[src/rtl/rx_decim_pkg.sv]
// -----------------------------------------------------------------------------
// rx_decim_pkg
// Shared definitions for the multi-channel RX accumulate-and-dump decimator:
//   - bit positions of the fields inside the per-channel rate word
//     ([11:0] decimation factor R, [15:12] output shift S)
//   - the largest programmable decimation factor
//   - iq_t, the packed {q, i} result word at the default output width
// -----------------------------------------------------------------------------
package rx_decim_pkg;

    localparam int unsigned RATE_R_LSB = 0;
    localparam int unsigned RATE_R_MSB = 11;
    localparam int unsigned RATE_S_LSB = 12;
    localparam int unsigned RATE_S_MSB = 15;

    localparam int unsigned RATE_R_W = RATE_R_MSB - RATE_R_LSB + 1;
    localparam int unsigned RATE_S_W = RATE_S_MSB - RATE_S_LSB + 1;

    // Largest decimation factor the R field can express.
    localparam logic [RATE_R_W-1:0] RATE_R_MAX = {RATE_R_W{1'b1}};

    // Default per-component output width; channels with another OUT_W build
    // the same {q, i} layout locally at their own width.
    localparam int unsigned IQ_W = 32;

    typedef struct packed {
        logic signed [IQ_W-1:0] q;
        logic signed [IQ_W-1:0] i;
    } iq_t;

endpackage

[src/rtl/rx_decim_chan.sv]
// -----------------------------------------------------------------------------
// rx_decim_chan
// One independent RX channel: rate register, sample counter, I/Q
// accumulate-and-dump, output FIFO with registered head and sticky overflow.
// Optional feature macro: RX_DECIM_SHIFT_EN (arithmetic right shift of each
// pushed component by the S field of the rate word).
// Ports:
//   clk, rst    : clock, synchronous active-high reset
//   rate_word   : rate word, R in [11:0], S in [15:12]
//   rate_load   : loads rate_word, clears counter/accumulators/overflow
//   iq, iq_valid: {Q, I} signed sample and its valid
//   tdata, tvalid, tready : result stream (FIFO head)
//   overflow    : sticky, a result was dropped on a full FIFO
// -----------------------------------------------------------------------------
module rx_decim_chan
    import rx_decim_pkg::*;
#(
    parameter int unsigned IN_W       = 16,
    parameter int unsigned OUT_W      = 32,
    parameter int unsigned RATE_W     = 16,
    parameter int unsigned FIFO_DEPTH = 8
) (
    input  logic               clk,
    input  logic               rst,
    input  logic [RATE_W-1:0]  rate_word,
    input  logic               rate_load,
    input  logic [2*IN_W-1:0]  iq,
    input  logic               iq_valid,
    output logic [2*OUT_W-1:0] tdata,
    output logic               tvalid,
    input  logic               tready,
    output logic               overflow
);

    localparam int unsigned PTR_W = (FIFO_DEPTH > 1) ? $clog2(FIFO_DEPTH) : 1;
    localparam int unsigned CNT_W = PTR_W + 1;
    localparam int unsigned EXT_W = OUT_W - IN_W;
    localparam logic [CNT_W-1:0] FULL_CNT = CNT_W'(FIFO_DEPTH);

    typedef struct packed {
        logic signed [OUT_W-1:0] q;
        logic signed [OUT_W-1:0] i;
    } chan_iq_t;

    logic [RATE_R_W-1:0]     r_r;
    logic [RATE_R_W-1:0]     cnt_r;
    logic signed [OUT_W-1:0] acc_i_r;
    logic signed [OUT_W-1:0] acc_q_r;
    chan_iq_t                mem_r [FIFO_DEPTH];
    logic [PTR_W-1:0]        wr_ptr_r;
    logic [PTR_W-1:0]        rd_ptr_r;
    logic [CNT_W-1:0]        fill_r;
    chan_iq_t                head_r;
    logic                    valid_r;
    logic                    overflow_r;

    logic signed [OUT_W-1:0] samp_i_s;
    logic signed [OUT_W-1:0] samp_q_s;
    logic signed [OUT_W-1:0] sum_i_s;
    logic signed [OUT_W-1:0] sum_q_s;
    chan_iq_t                push_data_s;
    chan_iq_t                head_next_s;
    logic                    active_s;
    logic                    dump_s;
    logic                    full_s;
    logic                    pop_s;
    logic                    push_acc_s;
    logic                    drop_s;
    logic [PTR_W-1:0]        rd_next_s;
    logic [CNT_W-1:0]        fill_next_s;
    logic                    unused_rate_s;

`ifdef RX_DECIM_SHIFT_EN
    logic [RATE_S_W-1:0]     s_r;
`endif

    // Only the R/S fields are stored; the rest of the rate word is don't-care.
    assign unused_rate_s = ^rate_word;

    // Datapath: sample extension, running sums, dump detect, FIFO bookkeeping
    always_comb begin
        samp_i_s = {{EXT_W{iq[IN_W-1]}}, iq[IN_W-1:0]};
        samp_q_s = {{EXT_W{iq[2*IN_W-1]}}, iq[2*IN_W-1:IN_W]};
        sum_i_s  = acc_i_r + samp_i_s;
        sum_q_s  = acc_q_r + samp_q_s;

        // A rate load on the same edge discards the sample and wins over a dump.
        active_s = iq_valid & ~rate_load & (r_r != {RATE_R_W{1'b0}});
        dump_s   = active_s & ((cnt_r + RATE_R_W'(1)) == r_r);

`ifdef RX_DECIM_SHIFT_EN
        push_data_s.i = sum_i_s >>> s_r;
        push_data_s.q = sum_q_s >>> s_r;
`else
        push_data_s.i = sum_i_s;
        push_data_s.q = sum_q_s;
`endif

        full_s      = (fill_r == FULL_CNT);
        pop_s       = valid_r & tready;
        // A full FIFO still accepts a push when a pop frees a slot this edge.
        push_acc_s  = dump_s & (~full_s | pop_s);
        drop_s      = dump_s & full_s & ~pop_s;
        rd_next_s   = pop_s ? (rd_ptr_r + PTR_W'(1)) : rd_ptr_r;
        fill_next_s = fill_r + CNT_W'(push_acc_s) - CNT_W'(pop_s);

        // The next head is either already in memory or being written right
        // now into the slot the read pointer will point at (empty FIFO case).
        if (push_acc_s && (rd_next_s == wr_ptr_r)) begin
            head_next_s = push_data_s;
        end else begin
            head_next_s = mem_r[rd_next_s];
        end
    end

    // Rate register, sample counter and accumulators
    always_ff @(posedge clk) begin
        if (rst) begin
            r_r     <= {RATE_R_W{1'b0}};
            cnt_r   <= {RATE_R_W{1'b0}};
            acc_i_r <= {OUT_W{1'b0}};
            acc_q_r <= {OUT_W{1'b0}};
        end else if (rate_load) begin
            r_r     <= rate_word[RATE_R_MSB:RATE_R_LSB];
            cnt_r   <= {RATE_R_W{1'b0}};
            acc_i_r <= {OUT_W{1'b0}};
            acc_q_r <= {OUT_W{1'b0}};
        end else if (dump_s) begin
            cnt_r   <= {RATE_R_W{1'b0}};
            acc_i_r <= {OUT_W{1'b0}};
            acc_q_r <= {OUT_W{1'b0}};
        end else if (active_s) begin
            cnt_r   <= cnt_r + RATE_R_W'(1);
            acc_i_r <= sum_i_s;
            acc_q_r <= sum_q_s;
        end
    end

`ifdef RX_DECIM_SHIFT_EN
    // Output shift amount, loaded together with R
    always_ff @(posedge clk) begin
        if (rst) begin
            s_r <= {RATE_S_W{1'b0}};
        end else if (rate_load) begin
            s_r <= rate_word[RATE_S_MSB:RATE_S_LSB];
        end
    end
`endif

    // FIFO storage write port (contents need no reset; fill level guards reads)
    always_ff @(posedge clk) begin
        if (push_acc_s) begin
            mem_r[wr_ptr_r] <= push_data_s;
        end
    end

    // FIFO pointers, registered head/valid and sticky overflow
    always_ff @(posedge clk) begin
        if (rst) begin
            wr_ptr_r   <= {PTR_W{1'b0}};
            rd_ptr_r   <= {PTR_W{1'b0}};
            fill_r     <= {CNT_W{1'b0}};
            head_r     <= {(2*OUT_W){1'b0}};
            valid_r    <= 1'b0;
            overflow_r <= 1'b0;
        end else begin
            if (push_acc_s) begin
                wr_ptr_r <= wr_ptr_r + PTR_W'(1);
            end
            rd_ptr_r <= rd_next_s;
            fill_r   <= fill_next_s;
            head_r   <= head_next_s;
            valid_r  <= (fill_next_s != {CNT_W{1'b0}});
            if (rate_load) begin
                overflow_r <= 1'b0;
            end else if (drop_s) begin
                overflow_r <= 1'b1;
            end
        end
    end

    assign tdata    = head_r;
    assign tvalid   = valid_r;
    assign overflow = overflow_r;

endmodule

[config.mk]
export PLATFORM = sky130hd
export DESIGN_NAME = rx_decim_chan
export DESIGN_NICKNAME = d
export VERILOG_FILES = /design/src/rtl/rx_decim_pkg.sv /design/src/rtl/rx_decim_chan.sv
export SDC_FILE = /design/constraint.sdc
export NUM_CORES = 1
export LEC_CHECK = 0
export CAP_MARGIN = 20
export CORE_MARGIN = 2
export CORE_UTILIZATION = 45
export DETAILED_ROUTE_END_ITERATION = 8
export DONT_BUFFER_PORTS = 1
export PLACE_DENSITY = 0.71
export SYNTH_ARGS = -nofsm -noshare
export SYNTH_HDL_FRONTEND = slang
export SYNTH_SLANG_ARGS = --single-unit
export TNS_END_PERCENT = 100
[constraint.sdc]
create_clock -name clk -period 27.1 [get_ports clk]
set_clock_uncertainty 0.05 [all_clocks]
set_input_delay 2.71 -clock clk [delete_from_list [all_inputs] [get_ports clk]]
set_output_delay 2.71 -clock clk [all_outputs]
set_load 0.01 [all_outputs]
After elaboration in Yosys (flattened, before gate mapping). Memories as Yosys holds them, arrays and structs flattened. A register that Yosys moved wholly into a read port is not among the register bits. Cells that the tools add are included.

Flip-flop bits (word level): 100. Latch bits: 0. Bits in writable memories: 512. Memory bits (read-only): 0. Input bits: 53. Output and inout port bits: 66. Logic and storage cells: 37. Memories kept: 1.

Memory list: mem_r (depth 8, width 64, read ports 1, clocked after memory_dff 1, write ports 1, line rx_decim_chan.sv:49) `chan_iq_t mem_r [FIFO_DEPTH];`.

Add/subtract/negate cells: 7. Multiply operators: 0. Divide/modulo/power cells: 0. $lt $le $gt $ge: 0. Equal/unequal tests: 2. Shifts and indexed selects: 0. Muxes and demuxes: 3. Bitwise logic cells: 11. Reduce and logical (&&, ||, !) cells: 4.

Operator list (number): adder 32 x 16 -> 32 bit (2); adder 12 x 1 -> 12 bit (second input constant) (1); equality test 12 bit (1); nonzero test 12 bit (1); AND 1 bit (7); adder 3 x 1 -> 3 bit (second input constant) (2); adder 4 x 1 -> 4 bit (1); equality test 4 bit (second input constant) (1); nonzero test 4 bit (1); subtractor 4 x 1 -> 4 bit (1); two-way mux 3 bit (1); inverter 1 bit (3); OR reduction 3 bit (1); two-way mux 1 bit (2); OR reduction 2 bit (1); bitwise OR 1 bit (1).

Depth between registers and ports, before layout. Gate-level depths: netlist of the first run.

Depth in word-level cells: 8. Depth in mapped cells: 16. Gate-level depth less buffers: 14.

Least setup slack after synthesis of the first run. No wires, ideal clock.

Path kind: input to register. Start point: in rate_load. End point: mem mem_r[1][0] (netlist bit), enable pin. Setup time: 0.667 ns. Arrival: 11.023 ns. Data required time: 26.383 ns. Setup slack: 15.360 ns. Stages on the path: 8. Path buffers: 3. Cell sequence: clkbuf_1 a311oi_4 o2111ai_1 a2111o_1 or3_1 buf_4 buf_2 nor4b_1.

Cells in the longest elaborated chain, start to end: 7.

Ends and longest elaborated chain: from (decl) (line rx_decim_chan.sv:26) `input logic rate_load,`; inverter 1 bit (line rx_decim_chan.sv:88) `active_s = iq_valid & ~rate_load & (r_r != {RATE_R_W{1'b0}});`; AND 1 bit (2 in series) (line rx_decim_chan.sv:88); AND 1 bit (line rx_decim_chan.sv:89) `dump_s = active_s & ((cnt_r + RATE_R_W'(1)) == r_r);`; AND 1 bit (line rx_decim_chan.sv:102) `push_acc_s = dump_s & (~full_s | pop_s);`; two-way mux 1 bit (line rx_decim_chan.sv:152) `if (push_acc_s) begin`; two-way mux 1 bit (not written as such) (line rx_decim_chan.sv:153) `mem_r[wr_ptr_r] <= push_data_s;`; to (decl) (line rx_decim_chan.sv:49).

Every way passes these cells.

Final worst setup path of the first run.
Start point: in iq_valid. End point: mem mem_r[7][9] (netlist bit), enable pin.

Cells in the longest elaborated chain, start to end: 6.

Ends and longest elaborated chain: from (decl) (line rx_decim_chan.sv:28) `input logic iq_valid,`; AND 1 bit (2 in series) (line rx_decim_chan.sv:88); AND 1 bit (line rx_decim_chan.sv:89); AND 1 bit (line rx_decim_chan.sv:102); two-way mux 1 bit (line rx_decim_chan.sv:152); two-way mux 1 bit (not written as such) (line rx_decim_chan.sv:153).

Every way passes these cells.

==> flow_summary.toml, run 1 <==
[status]
status = "finished, final reports clean"

[timing]
final.min_clock_period_ps = 6890
post-route-period-util_pct = 25.42
hold_violations = 0
finalSetupViolations = 0
fmax_mhz = 145.1
rsz0062_at_grt = "no"
setup_tns_ps = 0
tightest_slew_ps = 1041
whs_ps = 407.2
drv_slew = 0
worst_slack_ps = 20210
maxSlewHeadroom_pct = 30.37

[worst_setup_path]
required_ps = 27270
cp-start-kind = "input pin"
crit_fanout = 76
cp-end-kind = "flop"
critPathArrivalTime_ps = 7060
path_class = "in -> reg"

[pwr]
power_density_mw_per_mm2 = 82.18
seqPwrFrac_pct = 44.7
share_comb_of_total_power_pct = 17.8
swShare_pct = 25.30
vdd_ir_drop_max_uv = 89.25
p_switching_uw = 679.1
leakage_nw = 11.55
clkPwrFrac_pct = 37.5
internal_power_mw = 2.005

[global_route]
first_global_vias = 17350
grt_overflow = 0
grt_pass1_wl_mm = 100.4
antenna_found_initial = 0
grt_max_degree = 131
gr-usage-all-layers_pct = 19.33

[cts]
tritoncts = "built"
clk_pin_slew_ps = 60
post-cts-setup-buffers = 0
htree_levels = 3
root_buffer = "clkbuf_16"
cts_buffers = 71
cts_resized = 0
cts_sinks = 676
postCtsHoldBufs = 0
clk_latency_ps = 620
clockBufferDepth = 3

[job]
drv_cap = 0

[logic_synthesis]
synth_most_common_cell = "edfxtp_1"
postSynthCellCount = 2029
synth_largest_area_cell = "edfxtp_1"
async_flop_share_pct = 0
synthesis.nets = 2155
yosysUniqueCellTypes = 71
synth_top_area_share_pct = 52.52
synthFlopType = "edfxtp_1"
netlist_area_mm2 = 0.02927
ys_ff_latch = 676
ys.warnings.count = 0
synth_common_cells = "512 x edfxtp_1, 164 x dfxtp_1, 163 x nand2_1"
synth.avg_cell_area_um2 = 14.43
synth_edf_count = 512
synthTopCellsByArea = "edfxtp_1 53%, dfxtp_1 11%, mux4_2 9.8%"
ys_seq_area_share_pct = 63.74

[floorplanning]
dieHeight_um = 259.1
start_util_pct = 45.49
rows = 93
dieArea_mm2 = 0.06711
core_region_area_mm2 = 0.06435
boundaryPins = 119
die_w_um = 259.1

[placed_design]
hpwlAfterDp_mm = 37.47
dp.cells = 2797
gp_congestion = 0.8780
dp_slack_ps = 19380
portBuffers = 0

[cells_and_area]
diodes = 0
syn2layout_area_growth_pct = 11.59
finalCoreUtilization_pct = 50.77
instances_no_fill = 2930
fin_nets = 2143
drive_gt1_share_pct = 14.41

[route]
vias = 17060
viasPerCell = 5.822
routed_wl_mm = 64.73
drcViolationCount = 0
first_iter_violations = 1546
drtAntennaViolNets = 0
wl_per_cell_um = 22.09
dr.pass1.iters = 5

[hold_path]
worst_hold_path_type = "reg -> reg"
metal layers:
| metal | wire length [µm] | vias up | global-route usage (%) |
|---|---|---|---|
| met4 | 1197 | 0 | 5.459 |
| met2 | 32740 | 515 | 33.31 |
| met5 | 0 | - | 0 |
| met1 | 26660 | 8637 | 25.10 |
| li1 | - | 7820 | - |
| met3 | 4136 | 85 | 3.456 |
state kept, by name, summed over array words and instances, names as in the netlist:
name,cells
tdata,64
cnt_r,12
acc_q_r,32
fill_r,4
acc_i_r,32
overflow,1
mem_r,512
tvalid,1
wr_ptr_r,3
rd_ptr_r,3
r_r,12
power by group through the flow:
stage                     sequential, mW  clock (mW)  combinational [mW]
after detailed placement            1.22           0               0.483
after CTS                           1.20        1.03               0.487
final                               1.20        1.01               0.477
after global routing                1.20        1.07               0.521
after global placement              1.22           0               0.472
after floorplan                     1.21           0               0.391
area by class of cell:
| cell class | instances | area, µm² |
|---|---|---|
| fill | 5252 | 31680 |
| sequential | 676 | 18660 |
| multi-input combinational | 1192 | 10070 |
| clock buffer | 88 | 1903 |
| tap | 855 | 1070 |
| clock inverter | 43 | 548.0 |
| timing repair buffer | 28 | 236.5 |
| inverter | 48 | 180.2 |
path summary, 6_finish.rpt:
path,slack [ps],endpoint,cells after the start,start
min reg2reg,410,acc_q_r[0]$_SDFFE_PP0P_,2,acc_q_r[0]$_SDFFE_PP0P_
max,20210,mem_r[7][9]$_DFFE_PP_,10,iq_valid
max reg2reg,21700,mem_r[7][9]$_DFFE_PP_,10,r_r[2]$_SDFFE_PP0P_
min,410,acc_q_r[0]$_SDFFE_PP0P_,2,acc_q_r[0]$_SDFFE_PP0P_
stage by stage:
step	instance area, µm²	power, mW
after floorplan	29270	1.599
after global placement	30200	1.696
after detailed placement	30200	1.708
after CTS	32650	2.716
after global routing	32670	2.795
final	32670	2.684
layout by cell type, fill, tap and decap left out, drive strengths merged, types with 12 or more instances in the layout:
master  netlist  routed
nor2b        16      16
edfxtp      512     512
mux2i        74      74
a21o         26      26
nor3         31      31
o21ai        49      49
o21a         14      14
mux4        128     128
buf          40      28
nand2       163     163
nor2        136     136
xor2         33      33
inv          48      49
clkbuf       73      88
a211oi       80      80
xnor2        45      45
a31oi        12      12
a21oi       115     115
ha           70      70
dfxtp       164     164
clkinv        0      28
nand3        36      36
nand4        15      15
cell families after synthesis:
logic type,count (synthesis),synth area share (%)
compound gates,370,8.493
xor+xnor,80,2.488
fa+ha+maj,73,3.197
buf+inv,161,2.248
flops,676,63.74
mux,208,12.61
simple gates,461,7.228
worst max-delay path, cell delays in order:
cell       delay [ps]
inv_2              30
a311oi_4          240
buf_4             790
o2111ai_1         320
a2111o_1          540
or3_1             360
buf_4             250
or2_1             360
nor2_4            640
buf_4             760
Power figures use the tool's default switching activity.
==> run 2, diff against run 1 <==
clock period = 6.89 ns   (was 27.1 ns; I/O delays follow)
==> run 2 against run 1 <==
- non-clock buffer count is 4 higher
- design area hardly changed
- clock power grew to 3.7 times the previous value
- sequential share of layout area hardly changed
- first-iteration DRC count is 24% lower
- global-route usage hardly changed
==> flow_summary.toml, run 2 (synthesis results as in run 1) <==
[global_route]
first_global_vias = 17400
grt_overflow = 0
grt_pass1_wl_mm = 99.60
gr-usage-all-layers_pct = 19.35
grt_max_degree = 130
antenna_found_initial = 0

[timing]
hold_violations = 0
rsz0062_at_grt = "no"
finalSetupViolations = 0
tightest_slew_ps = 1143
setup_tns_ps = 0
fmax_mhz = 217.8
post-route-period-util_pct = 66.64
final.min_clock_period_ps = 4592
drv_slew = 0
maxSlewHeadroom_pct = 23.23

[hold_path]
hp-start = "rst"
worst_hold_path_type = "in -> reg"

[worst_setup_path]
cp-end-kind = "flop"
critPathArrivalTime_ps = 4800
r2r-start = "cnt_r[0]$_SDFFE_PP0P_"
cp-start-kind = "flop"
required_ps = 7100
path_class = "reg -> reg"
cp-startpoint = "cnt_r[0]$_SDFFE_PP0P_"
crit_fanout = 23

[cts]
tritoncts = "built"
cts_sinks = 676
htree_levels = 3
clk_latency_ps = 620
postCtsHoldBufs = 0
cts_resized = 0
clk_pin_slew_ps = 60
cts_buffers = 73
clockBufferDepth = 3
post-cts-setup-buffers = 0
root_buffer = "clkbuf_16"

[route]
wl_per_cell_um = 22.00
first_iter_violations = 1171
drcViolationCount = 0
viasPerCell = 5.821
routed_wl_mm = 64.65
vias = 17100
drtAntennaViolNets = 0
dr.pass1.iters = 5

[floorplanning]
core_region_area_mm2 = 0.06435
boundaryPins = 119
dieHeight_um = 259.1
rows = 93
die_w_um = 259.1
dieArea_mm2 = 0.06711
start_util_pct = 45.49

[placed_design]
dp.cells = 2802
gp_congestion = 0.8729
hpwlAfterDp_mm = 37.90
portBuffers = 0

[cells_and_area]
mostFrequentLayoutCells = "512 x edfxtp_1, 164 x dfxtp_1, 163 x nand2_1"
drive_gt1_share_pct = 14.69
diodes = 0
max_flop_register = "mem_r"
final_common_cell = "edfxtp_1"
syn2layout_area_growth_pct = 11.51
num-fill-cells = 5232
fin_nets = 2149
seq_area_mm2 = 0.01866
largest_reg_flops = 512
instances_no_fill = 2938
multiInputGateArea_mm2 = 0.01011

[status]
status = "finished, final reports clean"

[job]
drv_cap = 0

[pwr]
vdd_ir_drop_max_uv = 220.5
power_density_mw_per_mm2 = 316.8
leakage_nw = 11.53
## run 2: final timing paths
path / cells past startpoint / slack, ps / endpoint
max: 9 / 2300 / mem_r[5][49]$_DFFE_PP_
max reg2reg: 9 / 2300 / mem_r[5][49]$_DFFE_PP_
min reg2reg: 2 / 410 / acc_i_r[16]$_SDFFE_PP0P_
min: 1 / 90 / r_r[9]$_SDFFE_PP0P_
## run 2: worst max-delay path: stages, from the launching register on
cell and delay [ps]:
dfxtp_1 430, ha_1 300, nand3_2 190, or3_1 380, a2111o_1 510, or3_1 370
buf_4 240, or2_1 400, nor3b_4 810, buf_4 530
## run 2: power breakdown
part           total, mW  switching [mW]  internal (mW)
Sequential          4.72           0.147           4.57
Clock               3.77            1.61           2.16
Combinational       1.86           0.940          0.918
## run 2: layout make-up
class	count	share of cell area, %
Tap cell	855	3.277
Timing Repair Buffer	32	0.8931
Inverter	48	0.5519
Clock inverter	38	1.115
Multi-Input combinational cell	1192	30.98
Sequential cell	676	57.16
Clock buffer	97	6.025
## run 2: layer usage
layer / global-route usage, % / routed length, µm
met1: 25.30 / 26880
met5: 0 / 0
met4: 5.700 / 1517
met3: 4.159 / 4479
met2: 32.51 / 31770
## run 2: through the flow
stage	hold slack (ps)	utilization, %	instance area (µm²)	total power, mW	worst slack, ps
finish	92.81	50.73	32640	10.34	2298
global route	71.13	50.73	32640	10.79	2079
CTS	64.29	50.72	32640	10.47	2239
detailed placement	403.5	47.10	30310	6.696	2252
global placement	392.9	47.08	30300	6.660	2278
floorplan	382.1	-	29310	6.291	343.1
==> run 3, diff against run 2 <==
ABC_AREA = 1   (was unset)
clock period = 4.45 ns   (was 6.89 ns; I/O delays follow)
==> run 3 against run 2 <==
- maximum frequency up 20%
- worst setup slack worse by 1700 ps
- synthesized cell count up 63%
- clock power up 56%
- combinational power up 80%
- critical path type unchanged
- worst hold slack worse by 70 ps
- sequential share of layout area down 2.8 points
- critical endpoint is now mem_r[5][50]$_DFFE_PP_
- final cell count up 43%
- power up 60%
==> flow_summary.toml, run 3 <==
[status]
status = "finished, final reports clean"

[floorplanning]
dieArea_mm2 = 0.07056
start_util_pct = 45.62
rows = 95
dieHeight_um = 265.6
boundaryPins = 119
core_region_area_mm2 = 0.06751
die_w_um = 265.6

[cells_and_area]
multiInputGateArea_mm2 = 0.01085
finalCoreUtilization_pct = 50.85
seq_area_mm2 = 0.01866
syn2layout_area_growth_pct = 11.46
drive_gt1_share_pct = 5.494
final_common_cell = "nand2_1"
design_area_mm2 = 0.03433
mostFrequentLayoutCells = "945 x nand2_1, 512 x edfxtp_1, 368 x nor2_1"
largest_reg_flops = 512
instances_no_fill = 4206
max_flop_register = "mem_r"
fin_nets = 3402
num-fill-cells = 5920

[worst_setup_path]
cp-end-kind = "flop"
critPathArrivalTime_ps = 4090
path_cells = "ha_1 > nand2_1 > nor2_2 > nand2_1 > nand2_1 > nand2_1 > nand2_1 > inv_1 > nor3_1 > nand3_1 > nor3_1 > nand3_1 > nor2_4 > buf_12"
crit_path_max_incr_delay_ps = 680
r2r_end = "mem_r[5][50]$_DFFE_PP_"
critPathMostFrequentCell = "nand2_1"
worst-r2r-setup-slack_ps = 630
cp-startpoint = "cnt_r[0]$_SDFFE_PP0P_"
reg2reg_depth = 14
crit_path_end = "mem_r[5][50]$_DFFE_PP_"
r2r-start = "cnt_r[0]$_SDFFE_PP0P_"
crit_fanout = 20
path_class = "reg -> reg"
cp-start-kind = "flop"
crit_path_top_delay_cell = "nor2_4"
required_ps = 4710

[route]
wl_per_cell_um = 19.73
routed_wl_mm = 82.99
drcViolationCount = 0
vias = 23130
first_iter_violations = 2136
viasPerCell = 5.499
dr.pass1.iters = 6
drtAntennaViolNets = 0

[placed_design]
portBuffers = 0
placed_area_mm2 = 0.03190
dp_slack_ps = 604.4
gp_congestion = 0.9400
hpwlAfterDp_mm = 49.64
dp.cells = 4067

[cts]
tritoncts = "built"
cts_buffers = 68
cts_sinks = 676
post-cts-setup-buffers = 0
cts_resized = 0
root_buffer = "clkbuf_16"
htree_levels = 3
clk_latency_ps = 620
clk_pin_slew_ps = 60
clockBufferDepth = 3

[timing]
final.min_clock_period_ps = 3822
setup_tns_ps = 0
fmax_mhz = 261.7
worst_slack_ps = 628.5
hold_violations = 0
maxSlewHeadroom_pct = 30.32
whs_ps = 22.90
rsz0062_at_grt = "no"
tightest_slew_ps = 1045
drv_slew = 0
post-route-period-util_pct = 85.88
finalSetupViolations = 0

[logic_synthesis]
synth_common_cells = "949 x nand2_1, 512 x edfxtp_1, 376 x nor2_1"
synthTopCellsByArea = "edfxtp_1 50%, nand2_1 12%, dfxtp_1 11%"
synth_most_common_cell = "nand2_1"
netlist_area_mm2 = 0.03080
synth_edf_count = 512
async_flop_share_pct = 0
synth_top_area_share_pct = 49.91
ys.warnings.count = 0
synthesis.nets = 3432
synth.avg_cell_area_um2 = 9.317
synth_largest_area_cell = "edfxtp_1"
ys_ff_latch = 676
synthFlopType = "edfxtp_1"
yosysUniqueCellTypes = 39
postSynthCellCount = 3306
ys_seq_area_share_pct = 60.57

[global_route]
gr-usage-all-layers_pct = 23.35
antenna_found_initial = 6
first_global_vias = 22170
grt_overflow = 0
grt_max_degree = 182
grt_pass1_wl_mm = 126.6

[hold_path]
worst_hold_path_type = "in -> reg"

[pwr]
leakage_nw = 13.20
power_density_mw_per_mm2 = 480.9
total_power_mw = 16.51
vdd_ir_drop_max_uv = 421.1

[job]
drv_cap = 0
run 3: cell types whose count changed after synthesis, moves of 74 or more:
cell / change
nor2_1: +241
nand2_1: +786
o21ai_0: +173
a21oi_1: +211
nand3_1: +125
mux4_2: -128
mux2i_1: -74
inv_1: +154
run 3: cell type report:
| type | count | area share (%) |
|---|---|---|
| Multi-Input combinational cell | 2272 | 31.61 |
| Clock buffer | 96 | 5.722 |
| Antenna cell | 2 | 0.01458 |
| Tap cell | 873 | 3.181 |
| Inverter | 206 | 2.281 |
| Sequential cell | 676 | 54.34 |
| Clock inverter | 29 | 1.002 |
| Timing Repair Buffer | 52 | 1.844 |
run 3: repair_timing:
action / CTS / global route
hold buffers: 12 / 0
endpoints found under the hold margin: 20 / 0
endpoints found under the setup margin: 0 / 0
run 3: kinds of logic (layout without fill, tap and decap cells):
kind of cell    after synthesis  in the layout  synth area share [%]
buf+inv                     358            383                 4.566
simple gates               1549           1549                 20.12
xor+xnor                     40             40                 1.137
fa+ha+maj                    73             73                 3.038
other cells                   0              2                     0
compound gates              610            610                 10.57
flops                       676            676                 60.57
run 3: worst min-delay path by stage:
stage,startpoint,endpoint,slack [ps],depth (start not counted)
floorplan,acc_i_r[10]$_SDFFE_PP0P_,acc_i_r[10]$_SDFFE_PP0P_,390,2
global placement,acc_i_r[0]$_SDFFE_PP0P_,acc_i_r[0]$_SDFFE_PP0P_,400,2
CTS,rate_word[6],r_r[6]$_SDFFE_PP0P_,4,2
global route,rate_word[3],r_r[3]$_SDFFE_PP0P_,20,2
finish,rate_word[3],r_r[3]$_SDFFE_PP0P_,20,2
detailed placement,acc_i_r[8]$_SDFFE_PP0P_,acc_i_r[8]$_SDFFE_PP0P_,410,2
run 3: power by group:
group          internal [mW]  leakage [nW]  switching, mW
combinational          0.947          6.12           2.39
clock                   3.46          1.14           2.43
sequential              7.08          5.95          0.206
total                   11.5          13.2           5.02
run 3: layer usage:
| layer | part of all wire, % | GRT usage (%) | vias up |
|---|---|---|---|
| met5 | 0.087 | 0 | - |
| met4 | 3.0 | 8.321 | 10 |
| met3 | 8.2 | 4.240 | 165 |
| met2 | 47 | 38.04 | 948 |
| met1 | 42 | 31.40 | 10870 |
| li1 | - | - | 11140 |
run 3: worst max-delay path, delay by kind of cell (launching register included):
family	cells	cell delay, ps
adders and majority gates	1	210
buffers and inverters	2	330
DFF	1	390
and+or+nand+nor	11	2530
